--- config.mk ---
export PLATFORM = sky130hd
export DESIGN_NAME = cell_sweep
export DESIGN_NICKNAME = d
export VERILOG_FILES = /design/src/rtl/cell_pkg.sv /design/src/rtl/cell_sweep_sig.sv /design/src/rtl/cell_sweep.sv
export SDC_FILE = /design/constraint.sdc
export NUM_CORES = 1
export LEC_CHECK = 0
export CAP_MARGIN = 20
export CORE_MARGIN = 1.5
export CORE_UTILIZATION = 49
export CTS_CLUSTER_SIZE = 16
export DETAILED_ROUTE_END_ITERATION = 12
export PLACE_DENSITY = 0.8
export SLEW_MARGIN = 5
export SYNTH_ARGS = -nofsm -noshare
export SYNTH_HDL_FRONTEND = slang
export SYNTH_SLANG_ARGS = --single-unit
--- constraint.sdc ---
create_clock -name clk -period 2.7 [get_ports clk]
set_input_delay 0.27 -clock clk [delete_from_list [all_inputs] [get_ports clk]]
set_output_delay 0.27 -clock clk [all_outputs]
set_load 0.02 [all_outputs]
--- src/rtl/cell_pkg.sv ---
// Shared types and widths for the cell_mux sweep engine: FSM state encoding,
// page/vector/signature widths and the MISR feedback polynomial.
package cell_pkg;

    localparam int PAGE_W = 4;
    localparam int VEC_W  = 6;
    localparam int SIG_W  = 16;
    localparam int DATA_W = 8;
    localparam int HOLD_W = 2;

    localparam logic [SIG_W-1:0] MISR_POLY = 16'hB400;

    typedef enum logic [1:0] {
        ST_IDLE = 2'd0,
        ST_RUN  = 2'd1,
        ST_DONE = 2'd2
    } state_e;

endpackage

--- src/rtl/cell_sweep_sig.sv ---
// Response signature register. Default build: additive checksum modulo 2^16.
// Define CELL_SWEEP_MISR_EN to compact responses with a 16-bit MISR instead.
module cell_sweep_sig
    import cell_pkg::*;
(
    input  logic              clk,
    input  logic              rst_n,
    input  logic              enable,
    input  logic              clear,
    input  logic [DATA_W-1:0] data,
    output logic [SIG_W-1:0]  sig
);

    logic [SIG_W-1:0] r_sig;
    logic [SIG_W-1:0] w_sig_next;
    logic [SIG_W-1:0] w_data_ext;

    assign w_data_ext = {{(SIG_W-DATA_W){1'b0}}, data};

    always_comb begin
        w_sig_next = r_sig;
`ifdef CELL_SWEEP_MISR_EN
        w_sig_next = (r_sig >> 1) ^ (r_sig[0] ? MISR_POLY : '0) ^ w_data_ext;
`else
        w_sig_next = r_sig + w_data_ext;
`endif
    end

    // clear wins over enable so a new sweep always starts from zero
    always_ff @(posedge clk or negedge rst_n) begin
        if (!rst_n) begin
            r_sig <= '0;
        end else if (clear) begin
            r_sig <= '0;
        end else if (enable) begin
            r_sig <= w_sig_next;
        end
    end

    assign sig = r_sig;

endmodule

--- src/rtl/cell_sweep.sv ---
// Sweeps page/vector space of an external cell_mux and accumulates its responses.
// Optional MISR signature mode selected by CELL_SWEEP_MISR_EN (see cell_sweep_sig).
module cell_sweep
    import cell_pkg::*;
#(
    parameter int unsigned SETTLE = 0
) (
    input  logic              clk,
    input  logic              rst_n,
    input  logic              start,
    input  logic              abort,
    input  logic [PAGE_W-1:0] page_lo,
    input  logic [PAGE_W-1:0] page_hi,
    output logic [PAGE_W-1:0] page,
    output logic [VEC_W-1:0]  vec,
    input  logic [DATA_W-1:0] cell_out,
    output logic              busy,
    output logic              done,
    output logic [SIG_W-1:0]  sig,
    output logic [1:0]        o_dbg_state
);

    localparam logic [1:0] S_IDLE = ST_IDLE;
    localparam logic [1:0] S_RUN  = ST_RUN;
    localparam logic [1:0] S_DONE = ST_DONE;

    // SETTLE is expected in 0..3 so the hold count fits HOLD_W bits
    localparam logic [HOLD_W-1:0] HOLD_LAST = HOLD_W'(SETTLE);

    // Control: start is a level sampled only in IDLE/DONE; busy/done report
    // progress, done stays high until the next start, abort or reset.
    logic [1:0]        r_state;
    logic [PAGE_W-1:0] r_page;
    logic [PAGE_W-1:0] r_page_hi;
    logic [VEC_W-1:0]  r_vec;
    logic [HOLD_W-1:0] r_hold;
    logic              r_busy;
    logic              r_done;

    logic w_running;
    logic w_last_hold;
    logic w_sample;
    logic w_launch;
    logic w_last_vec;

    assign w_running   = (r_state == S_RUN);
    assign w_last_hold = (r_hold == HOLD_LAST);
    assign w_sample    = w_running && !abort && w_last_hold;
    assign w_launch    = !w_running && start && !abort;
    assign w_last_vec  = (r_vec == {VEC_W{1'b1}});

    always_ff @(posedge clk or negedge rst_n) begin
        if (!rst_n) begin
            r_state   <= S_IDLE;
            r_page    <= '0;
            r_page_hi <= '0;
            r_vec     <= '0;
            r_hold    <= '0;
            r_busy    <= 1'b0;
            r_done    <= 1'b0;
        end else if (abort) begin
            r_state <= S_IDLE;
            r_page  <= '0;
            r_vec   <= '0;
            r_hold  <= '0;
            r_busy  <= 1'b0;
            r_done  <= 1'b0;
        end else begin
            case (r_state)
                S_RUN: begin
                    if (!w_last_hold) begin
                        r_hold <= r_hold + 1'b1;
                    end else begin
                        r_hold <= '0;
                        if (!w_last_vec) begin
                            r_vec <= r_vec + 1'b1;
                        end else if (r_page == r_page_hi) begin
                            r_state <= S_DONE;
                            r_page  <= '0;
                            r_vec   <= '0;
                            r_busy  <= 1'b0;
                            r_done  <= 1'b1;
                        end else begin
                            // modulo-16 advance lets lo > hi wrap through 15 -> 0
                            r_page <= r_page + 1'b1;
                            r_vec  <= '0;
                        end
                    end
                end
                default: begin
                    if (w_launch) begin
                        r_state   <= S_RUN;
                        r_page    <= page_lo;
                        r_page_hi <= page_hi;
                        r_vec     <= '0;
                        r_hold    <= '0;
                        r_busy    <= 1'b1;
                        r_done    <= 1'b0;
                    end
                end
            endcase
        end
    end

    cell_sweep_sig u_sig (
        .clk    (clk),
        .rst_n  (rst_n),
        .enable (w_sample),
        .clear  (w_launch),
        .data   (cell_out),
        .sig    (sig)
    );

    assign page        = r_page;
    assign vec         = r_vec;
    assign busy        = r_busy;
    assign done        = r_done;
    assign o_dbg_state = r_state;

endmodule

==> flow_summary.json <==
{
  "status": "completed",
  "final_nets": 298,
  "yosys.area.top_type": "dfrtp_1",
  "intPower_uw": 1410,
  "dp_hpwl_microns": 3360,
  "worstPathArrival_ps": 2540,
  "rows": 23,
  "first_iter_violations": 78,
  "drc_errors": 0,
  "dieArea_sq_mm": 0.00452,
  "grt_pass1_vias": 1732,
  "wl_per_cell_microns": 14.5,
  "grt_max_degree": 35,
  "wirelength_microns": 4570,
  "via_per_inst": 5.54,
  "grt_busiest_layer": "met2",
  "crit_type": "primary input to flop",
  "initial_core_util_pct": 50.9,
  "setup_slack_ps": 378,
  "synthesis.nets": 243,
  "r2r_end": "u_sig.sig[8]$_DFFE_PN0P_",
  "clk_path_buf_depth": 2,
  "numCtsBuffers": 5,
  "grt_util_met1_pct": 27.4,
  "place.gp.congestion": 0.795,
  "slew_viol_final": 0,
  "peakVddDrop_mv": 0.518,
  "rsz0062_at_grt": "false",
  "synth_area_leaders": "dfrtp_1 (42%), ha_1 (7.4%), nand2_1 (4.5%)",
  "antenna_cells": 0,
  "slew_headroom_pct": 59.4,
  "maxCapViolations": 0,
  "ys.warnings.count": 0,
  "synth_seq_area_share_pct": 42.1,
  "required_ps": 2920,
  "seq_power_share_pct": 33.1,
  "timing.final.crit_period_ps": 2320,
  "area_growth_pct": 32.7,
  "yosysTopAreaCellShare_pct": 42.1,
  "syn_area_per_cell_sq_um": 9.62,
  "clock_latency_ps": 290,
  "finalHoldViolCount": 0,
  "max_freq_ghz": 0.431,
  "antenna_left": 0,
  "vias": 1751,
  "antenna_found_initial": 0,
  "clockPowerShare_pct": 20.1,
  "die_w_microns": 67.2,
  "cts_resized": 0,
  "grt_overflow": 0,
  "cts_tree": "done",
  "postCtsSetupBuffers": 0,
  "rr_worst_depth": 8,
  "startpoint_type": "primary input",
  "setup_viol": 0,
  "clock-sinks": 34,
  "grt_pass1_wl_microns": 7770,
  "worst_slew_pin_slew_ps": 607,
  "crit_path_end_kind": "flop",
  "ctsRootBufferMaster": "clkbuf_8",
  "setup_tns_ps": 0,
  "ff2ff_setup_slack_ps": 420,
  "fill_cells": 328,
  "pre_cts_ws_ps": 91.8,
  "synth_cell_type_count": 43,
  "synth_seq_cells": 34,
  "r2r_start": "u_sig.sig[0]$_DFFE_PN0P_",
  "drive_above_1_share_pct": 6.02,
  "core_area_sq_mm": 0.00397,
  "p_leak_uw": 0.00115,
  "finalCritPeriodShare_pct": 86.0,
  "grt_usage_pct": 22.9,
  "switchingPower_uw": 883,
  "path_max_fanout": 5,
  "dr.pass1.iters": 4,
  "cts_hold_buf": 0,
  "grt_use_met3_pct": 5.00,
  "cts_max_level": 2,
  "power.density_mw_per_mm2": 854,
  "die_y_microns": 67.2,
  "clock_skew_ps": 6.18,
  "power_frac_comb_pct": 46.9,
  "port_buffers": 49,
  "ios": 50,
  "grt_use_met2_pct": 39.6,
  "clkSlewWorstSetupHoldPaths_ps": 70,
  "sw_frac_of_total_pct": 38.6,
  "syn-cell-area_sq_mm": 0.00202,
  "hold_class": "primary input to async pin",
  "synthesis.instances": 210
}
[through the flow]
stage          util, %  power [uW]  std cells  cell area, sq um  hold slack, ps
6_report          67.5        2290        316              2680             390
5_1_grt           67.5        2460        316              2680             432
4_1_cts           67.5        2300        316              2680             409
3_5_place_dp      64.8        1840        308              2570             488
3_3_place_gp      64.8        1810        308              2570             486
2_1_floorplan        -        1450        210              2020           -25.6
[cells by family after synthesis]
kind of cell | count (synthesis) | synth area share (%)
DFF | 34 | 42.1
and+or+nand+nor | 72 | 18.6
xor gates and xnor gates | 12 | 5.20
buffers and inverters | 15 | 3.65
AOI/OAI and AO/OA | 62 | 20.9
muxes | 2 | 0.991
adders and majority gates | 13 | 8.43
[cell usage in the layout, fill, tap and decap left out, drive strengths merged, types with 4 or more instances in the layout]
cell type	count
a21oi	17
nor2	13
and2	4
xor2	7
o21ai	14
inv	8
buf	6
clkbuf	7
nor2b	5
dfrtp	34
ha	12
nand2b	6
clkdlybuf4s50	49
xnor2	5
a22o	9
nor3	5
o31ai	4
nand2	24
[cell usage after synthesis]
| cell type | n |
|---|---|
| o21a_1 | 2 |
| nor3b_2 | 1 |
| a21oi_1 | 16 |
| o211ai_1 | 3 |
| nand2_1 | 24 |
| buf_6 | 1 |
| or3_1 | 3 |
| nor4bb_1 | 1 |
| ha_1 | 12 |
| and2_1 | 4 |
| inv_1 | 8 |
| nor2_1 | 12 |
| a221oi_1 | 1 |
| nand4bb_1 | 1 |
| nor3_1 | 5 |
| nand3_1 | 3 |
| o2111ai_1 | 3 |
| nor2b_1 | 5 |
| or4_1 | 2 |
| o21ai_0 | 14 |
| fa_1 | 1 |
| mux2i_1 | 2 |
| o41ai_2 | 1 |
| nor2_4 | 1 |
| a21oi_2 | 1 |
| buf_2 | 1 |
| o22a_1 | 2 |
| a32o_1 | 1 |
| nand2b_1 | 6 |
| a22o_1 | 9 |
| o31ai_1 | 4 |
| buf_4 | 2 |
| xor2_1 | 7 |
| o2bb2ai_1 | 1 |
| clkbuf_2 | 1 |
| and3b_1 | 1 |
| clkbuf_1 | 2 |
| nand4_1 | 2 |
| nor3b_1 | 1 |
| a21o_1 | 2 |
| xnor2_1 | 5 |
| dfrtp_1 | 34 |
| a211oi_1 | 2 |
[worst max path at each step]
stage                             start                  endpoint  slack (ps)  cells past startpoint
2_1_floorplan  u_sig.sig[0]$_DFFE_PN0P_  u_sig.sig[8]$_DFFE_PN0P_         470                      8
3_3_place_gp                cell_out[0]  u_sig.sig[8]$_DFFE_PN0P_         150                      9
3_5_place_dp                cell_out[0]  u_sig.sig[8]$_DFFE_PN0P_          90                      9
4_1_cts                     cell_out[0]  u_sig.sig[8]$_DFFE_PN0P_         390                      9
5_1_grt                     cell_out[0]  u_sig.sig[8]$_DFFE_PN0P_         300                      9
6_report                    cell_out[0]  u_sig.sig[8]$_DFFE_PN0P_         380                      9
[flip-flops by register name, indices dropped and copies added (netlist names)]
| signal | count |
|---|---|
| u_sig.sig | 16 |
| vec | 6 |
| page | 4 |
| r_page_hi | 4 |
| r_hold | 2 |
| done | 1 |
| o_dbg_state | 1 |
[layout make-up]
type | count | area, sq um | area share (%)
clock buffers | 7 | 76.3 | 2.85
clock inverters | 1 | 30.0 | 1.12
inverters | 8 | 30.0 | 1.12
multi-input cells | 161 | 1090 | 40.8
flip-flops and latches | 34 | 851 | 31.7
well taps | 50 | 62.6 | 2.33
repair buffers | 55 | 536 | 20.0
[worst max-delay path, cell delays in order]
cell             delay, ps
clkdlybuf4s50_1        460
ha_1                   180
inv_1                   60
fa_1                   380
nand2b_1               200
a21oi_2                240
nor2_1                  90
or4_1                  510
a21oi_1                150
[power by group through the flow]
stage / clock network [uW] / logic [uW] / registers, uW
after floorplan: 0 / 599 / 854
final: 459 / 1070 / 757
after detailed placement: 0 / 1070 / 766
after global routing: 487 / 1190 / 779
after CTS: 468 / 1080 / 758
after global placement: 0 / 1050 / 762
[layer usage]
layer / share of wire [%] / wire length (microns)
met5: 0 / 0
met3: 4.3 / 195
met2: 50 / 2300
met4: 1.6 / 73
met1: 44 / 2000
Power figures use the tool's default switching activity.
